`config.mk`:
```
export PLATFORM = sky130hd
export DESIGN_NAME = ifetch_queue
export DESIGN_NICKNAME = d
export VERILOG_FILES = /design/src/rtl/ifetch_queue_pkg.sv /design/src/rtl/ifetch_queue_fifo.sv /design/src/rtl/ifetch_queue.sv
export SDC_FILE = /design/constraint.sdc
export NUM_CORES = 1
export LEC_CHECK = 0
export CORE_ASPECT_RATIO = 0.75
export CORE_MARGIN = 2
export CORE_UTILIZATION = 35
export DETAILED_ROUTE_END_ITERATION = 7
export GPL_TIMING_DRIVEN = 1
export RECOVER_POWER = 25
export SLEW_MARGIN = 5
export SYNTH_ARGS = -nofsm -noshare
export SYNTH_HDL_FRONTEND = slang
export SYNTH_SLANG_ARGS = --single-unit
```
`constraint.sdc`:
```
create_clock -name clk -period 4.02 [get_ports clk]
set_input_delay 1.206 -clock clk [delete_from_list [all_inputs] [get_ports clk]]
set_output_delay 1.206 -clock clk [all_outputs]
set_load 0.02 [all_outputs]
```
`src/rtl/ifetch_queue_pkg.sv`:
```
// Shared types for the instruction fetch unit: fetch FSM encoding, the
// {pc, inst} queue entry and a few fetch-wide constants.
package rv32i_types;

    typedef enum logic [1:0] {
        FETCH_IDLE    = 2'd0,
        FETCH_WAIT    = 2'd1,
        FETCH_DISCARD = 2'd2
    } fetch_state_t;

    typedef struct packed {
        logic [31:0] pc;
        logic [31:0] inst;
    } fetch_entry_t;

    localparam int          FETCH_ENTRY_W  = 64;
    localparam logic [3:0]  IMEM_MASK_READ = 4'hF;
    localparam logic [3:0]  IMEM_MASK_NONE = 4'h0;
    localparam logic [31:0] WORD_STRIDE    = 32'd4;

    // Instruction addresses are always word aligned; the low two bits are dropped.
    function automatic logic [31:0] word_align(input logic [31:0] addr);
        return {addr[31:2], 2'b00};
    endfunction

endpackage

```
`src/rtl/ifetch_queue_fifo.sv`:
```
// Circular buffer for fetched {pc, inst} pairs. Pointers wrap naturally
// because DEPTH is a power of two; flush empties the buffer and wins over
// any push or pop in the same cycle.
module fetch_fifo
    import rv32i_types::*;
#(
    parameter int DEPTH = 4,
    parameter int WIDTH = FETCH_ENTRY_W,
    localparam int AW   = $clog2(DEPTH),
    localparam int CW   = AW + 1
) (
    input  logic             clk,
    input  logic             rst,
    input  logic             flush,
    input  logic             push,
    input  logic [WIDTH-1:0] push_data,
    input  logic             pop,
    output logic [WIDTH-1:0] head_data,
    output logic [CW-1:0]    count
);

    localparam logic [AW-1:0] PTR_ONE = AW'(1'b1);

    logic [WIDTH-1:0] mem_q [DEPTH];
    logic [WIDTH-1:0] mem_d [DEPTH];
    logic [AW-1:0]    head_q;
    logic [AW-1:0]    head_d;
    logic [AW-1:0]    tail_q;
    logic [AW-1:0]    tail_d;
    logic [CW-1:0]    count_q;
    logic [CW-1:0]    count_d;

    // Next-state for storage, pointers and occupancy; push and pop may coincide.
    always_comb begin
        mem_d   = mem_q;
        head_d  = head_q;
        tail_d  = tail_q;
        count_d = count_q;
        if (flush) begin
            head_d  = {AW{1'b0}};
            tail_d  = {AW{1'b0}};
            count_d = {CW{1'b0}};
        end else begin
            if (push) begin
                mem_d[tail_q] = push_data;
                tail_d        = tail_q + PTR_ONE;
            end else begin
                tail_d = tail_q;
            end
            if (pop) begin
                head_d = head_q + PTR_ONE;
            end else begin
                head_d = head_q;
            end
            count_d = count_q + CW'(push) - CW'(pop);
        end
    end

    // State registers with synchronous reset.
    always_ff @(posedge clk) begin
        if (rst) begin
            for (int i = 0; i < DEPTH; i++) begin
                mem_q[i] <= {WIDTH{1'b0}};
            end
            head_q  <= {AW{1'b0}};
            tail_q  <= {AW{1'b0}};
            count_q <= {CW{1'b0}};
        end else begin
            mem_q   <= mem_d;
            head_q  <= head_d;
            tail_q  <= tail_d;
            count_q <= count_d;
        end
    end

    assign head_data = mem_q[head_q];
    assign count     = count_q;

endmodule

```
`src/rtl/ifetch_queue.sv`:
```
// Instruction fetch unit: owns the fetch PC, issues one word read at a time,
// buffers responses in fetch_fifo and presents the head entry to decode.
// A flush redirects the PC, empties the buffer and swallows an in-flight
// response via the DISCARD state.
module ifetch_queue
    import rv32i_types::*;
#(
    parameter int          DEPTH    = 4,
    parameter logic [31:0] RESET_PC = 32'h1eceb000
) (
    input  logic        clk,
    input  logic        rst,
    input  logic        flush,
    input  logic [31:0] redirect_pc,
    output logic [31:0] imem_addr,
    output logic [3:0]  imem_rmask,
    input  logic [31:0] imem_rdata,
    input  logic        imem_resp,
    input  logic        dec_stall,
    output logic        dec_valid,
    output logic [31:0] dec_inst,
    output logic [31:0] dec_pc
);

    localparam int            CW      = $clog2(DEPTH) + 1;
    localparam logic [CW-1:0] DEPTH_C = CW'(DEPTH);

    fetch_state_t  state_q;
    fetch_state_t  state_d;
    logic [31:0]   fetch_pc_q;
    logic [31:0]   fetch_pc_d;
    logic [31:0]   req_pc_q;
    logic [31:0]   req_pc_d;
    logic [3:0]    rmask_q;
    logic [3:0]    rmask_d;

    logic          fifo_push;
    logic          fifo_pop;
    logic [CW-1:0] fifo_count;
    logic [CW-1:0] count_next;
    fetch_entry_t  push_entry;
    fetch_entry_t  head_entry;

    fetch_fifo #(
        .DEPTH (DEPTH),
        .WIDTH (FETCH_ENTRY_W)
    ) u_fifo (
        .clk       (clk),
        .rst       (rst),
        .flush     (flush),
        .push      (fifo_push),
        .push_data (push_entry),
        .pop       (fifo_pop),
        .head_data (head_entry),
        .count     (fifo_count)
    );

    // Queue handshakes: a pop needs a valid head and no stall; only a live
    // response in WAIT is enqueued; flush suppresses both.
    always_comb begin
        fifo_pop        = dec_valid && !dec_stall && !flush;
        fifo_push       = (state_q == FETCH_WAIT) && imem_resp && !flush;
        push_entry.pc   = req_pc_q;
        push_entry.inst = imem_rdata;
        count_next      = fifo_count + CW'(fifo_push) - CW'(fifo_pop);
    end

    // Fetch FSM and PC bookkeeping; a new read is issued only when the
    // buffer will still have room, so a push can never overflow it.
    always_comb begin
        state_d    = state_q;
        fetch_pc_d = fetch_pc_q;
        req_pc_d   = req_pc_q;
        if (flush) begin
            fetch_pc_d = word_align(redirect_pc);
            case (state_q)
                FETCH_IDLE:    state_d = FETCH_IDLE;
                FETCH_WAIT:    state_d = imem_resp ? FETCH_IDLE : FETCH_DISCARD;
                FETCH_DISCARD: state_d = imem_resp ? FETCH_IDLE : FETCH_DISCARD;
                default:       state_d = FETCH_IDLE;
            endcase
        end else begin
            case (state_q)
                FETCH_IDLE: begin
                    if (count_next < DEPTH_C) begin
                        state_d  = FETCH_WAIT;
                        req_pc_d = fetch_pc_q;
                    end else begin
                        state_d = FETCH_IDLE;
                    end
                end
                FETCH_WAIT: begin
                    if (imem_resp) begin
                        fetch_pc_d = req_pc_q + WORD_STRIDE;
                        if (count_next < DEPTH_C) begin
                            state_d  = FETCH_WAIT;
                            req_pc_d = req_pc_q + WORD_STRIDE;
                        end else begin
                            state_d = FETCH_IDLE;
                        end
                    end else begin
                        state_d = FETCH_WAIT;
                    end
                end
                FETCH_DISCARD: begin
                    if (imem_resp) begin
                        state_d = FETCH_IDLE;
                    end else begin
                        state_d = FETCH_DISCARD;
                    end
                end
                default: state_d = FETCH_IDLE;
            endcase
        end
        rmask_d = (state_d != FETCH_IDLE) ? IMEM_MASK_READ : IMEM_MASK_NONE;
    end

    // FSM, PC and read-mask registers with synchronous reset.
    always_ff @(posedge clk) begin
        if (rst) begin
            state_q    <= FETCH_IDLE;
            fetch_pc_q <= RESET_PC;
            req_pc_q   <= RESET_PC;
            rmask_q    <= IMEM_MASK_NONE;
        end else begin
            state_q    <= state_d;
            fetch_pc_q <= fetch_pc_d;
            req_pc_q   <= req_pc_d;
            rmask_q    <= rmask_d;
        end
    end

    // Decode-facing view of the queue head, zeroed when empty.
    always_comb begin
        dec_valid = (fifo_count != {CW{1'b0}});
        if (dec_valid) begin
            dec_pc   = head_entry.pc;
            dec_inst = head_entry.inst;
        end else begin
            dec_pc   = 32'h0;
            dec_inst = 32'h0;
        end
    end

    assign imem_addr  = req_pc_q;
    assign imem_rmask = rmask_q;

endmodule

```
==> flow_summary.ini <==
[synth]
syn_nets = 1903
synth_top_area_frac = 0.443
synth_cell_type_count = 54
synthAdderAreaFrac = 0.0114
synth_top_family_by_area = simple AND/OR/NAND/NOR gates
synth_area_per_cell_um2 = 8.19
synth_compound_area_frac = 0.150
synthCells = 1821
synth-simple-area-share = 0.224
synth_area_um2 = 14900
yosysSeqAreaShare = 0.443
synthTopCellsByArea = dfxtp_1 (44%), nand2_1 (14%), a21oi_1 (10%)
synth_ff_type = dfxtp_1
async_flop_share = 0
synthXorXnorAreaFrac = 0.0197
synth-edff-count = 0
muxShareOfSynthArea = 0.102
ys_warn_count = 0
synth_area_leader_cell = dfxtp_1
synth-seq-cells = 330

[global_routing]
grt_pass1_vias = 12982
grt_first_pass_wirelength_mm = 73.0
grt_max_degree = 111
antenna_found_initial = 0
overflow = 0
grt_usage = 0.207

[final_layout]
drive_gt1_frac = 0.103
syn2layout_area_growth_pct = 23.9
final_cells = 2513
final.fill_count = 4124
nNetsFinal = 1999

[critical_path]
r2r-start = u_fifo.count[1]
path_class = register to output pin
cp-end-kind = output pin
worstSetupStartpoint = u_fifo.head_q[0]
start_kind = register
required_ps = 2810
arrival_ps = 2680
worstPathCellList = buf_4 > mux4_2 > and2_1 > clkdlybuf4s50_1
slowest_delay_ps = 600
cpMaxStageDelayCell = dfxtp_4
cp_max_fo = 17

[routing]
drc = 0
avgViaCountPerCell = 5.31
routed_wirelength_mm = 46.9
wl_per_cell_um = 18.7
drt_pass1_iterations = 5
first_iter_violations = 1025
ant_nets = 0
num_vias = 13339

[min_path]
hp-start = u_fifo.mem_q[29]
hp-class = register to register

[timing]
tightest_slew_ps = 1250
clock.fmax_ghz = 0.258
hold_viol_final = 0
final_max_slew_viol_count = 0
setup_ws_ps = 137
finalSetupViolCount = 0
final.min_clock_period_ps = 3880
fin_tns_setup_ps = 0
whs_ps = 453
slew_headroom = 0.169
finalClockSkew_ps = 30.2
fin_crit_sh = 0.966
rsz0062_at_grt = false

[cts]
numCtsBuffers = 36
postCtsSetupBuffers = 0
cts_tree = done
numClockSinks = 330
insertion_delay_ps = 540
cts.reportedPaths.clkPinSlew_ps = 60
cts_buffer_depth = 3
cts_root_buffer = clkbuf_16
h-tree-depth = 2

[floorplan]
initial_core_util = 0.355
ios = 170
dieArea_um2 = 44300
core_um2 = 42000
die_w_um = 242
dieHeight_um = 183
rows = 65

[flow_run]
drv_cap = 0

[placement]
place_inst = 2448
dpl.hpwl_mm = 29.4
globalplace.congestion = 0.822
port_buffers = 167
post-place-ws_ps = -342

[pwr]
power.leakage_nw = 6.04
max-vdd-ir-drop_uv = 270
power_density_nw_per_um2 = 396

[status]
status = completed
registers in the layout (all words and copies together) (netlist names):
| name | cells |
|---|---|
| imem_addr | 32 |
| fetch_pc_q | 32 |
| u_fifo.head_q | 2 |
| u_fifo.count | 3 |
| imem_rmask | 1 |
| state_q | 2 |
| u_fifo.tail_q | 2 |
| u_fifo.mem_q | 256 |
Yosys cell counts (all sizes together), types with 18 or more instances:
cell and instances:
o21ai 23, dfxtp 330, and2 71, nand2 566
nor2 36, a21oi 312, mux4 64, inv 18
clkbuf 137, nand3 29, buf 33
critical path: cells and delay by family, from the launching register on:
family / cells / cell delay (ps)
simple gates: 1 / 180
flops: 1 / 600
buf+inv: 2 / 860
mux: 1 / 510
kinds of logic (layout without fill, tap and decap cells):
logic type	Yosys count	in the layout
mux	71	71
xor+xnor	32	32
other cells	0	1
compound gates	407	407
buf+inv	188	310
fa+ha+maj	13	13
flops	330	330
simple gates	780	780
area by class of cell:
class,instances,area [um^2],area share
antenna,1,2.50,0.000135
timing repair buffer,228,2300,0.124
multi-input combinational,1303,7590,0.411
sequential,330,6610,0.358
tap,569,712,0.0385
clock inverter,16,205,0.0111
inverter,18,67.6,0.00366
clock buffer,48,996,0.0539
path summary, 6_finish.rpt:
check | endpoint | slack (ps) | cells past startpoint
max | dec_inst[30] | 140 | 4
min | u_fifo.mem_q[29] | 450 | 2
max reg2reg | imem_addr[30] | 420 | 11
min reg2reg | u_fifo.mem_q[29] | 450 | 2
layout by cell type (no fill, tap or decap), drive strengths merged, types with 8 or more instances in the layout:
cell type        n
clkbuf          55
a31oi            9
a211oi           9
o211ai           9
nand2          566
clkinv           8
nand4           13
and2            71
inv             21
nor2            36
xnor2           16
clkdlybuf4s50  159
xor2            15
and3            16
mux4            64
dfxtp          330
o21ai           23
o22ai            8
a21oi          312
ha              12
o32a             8
buf             55
nand3           29
nor3            12
metal layers:
| layer | up-vias | track usage | wire length (um) |
|---|---|---|---|
| li1 | 6371 | - | - |
| met1 | 6442 | 0.294 | 21700 |
| met4 | 0 | 0.0588 | 1040 |
| met2 | 450 | 0.324 | 20800 |
| met5 | - | 0 | 0 |
| met3 | 76 | 0.0366 | 3330 |
power breakdown:
group	switching [mW]	internal (mW)
Sequential	0.0802	3.32
Combinational	0.283	0.215
Clock	1.40	2.01
Total	1.76	5.55
timing repair:
item,CTS,global route
hold buffers,0,0
gates resized for setup,0,1
endpoints found under the setup margin,0,1
stage by stage:
stage          utilization  cell area, um^2  power, mW
2_1_floorplan            -            14900       3.72
3_3_place_gp         0.411            17300       3.96
3_5_place_dp         0.411            17300       3.97
4_1_cts              0.440            18500       7.39
5_1_grt              0.440            18500       7.55
6_report             0.440            18500       7.31
No activity file was read; power rests on OpenSTA's default activity.
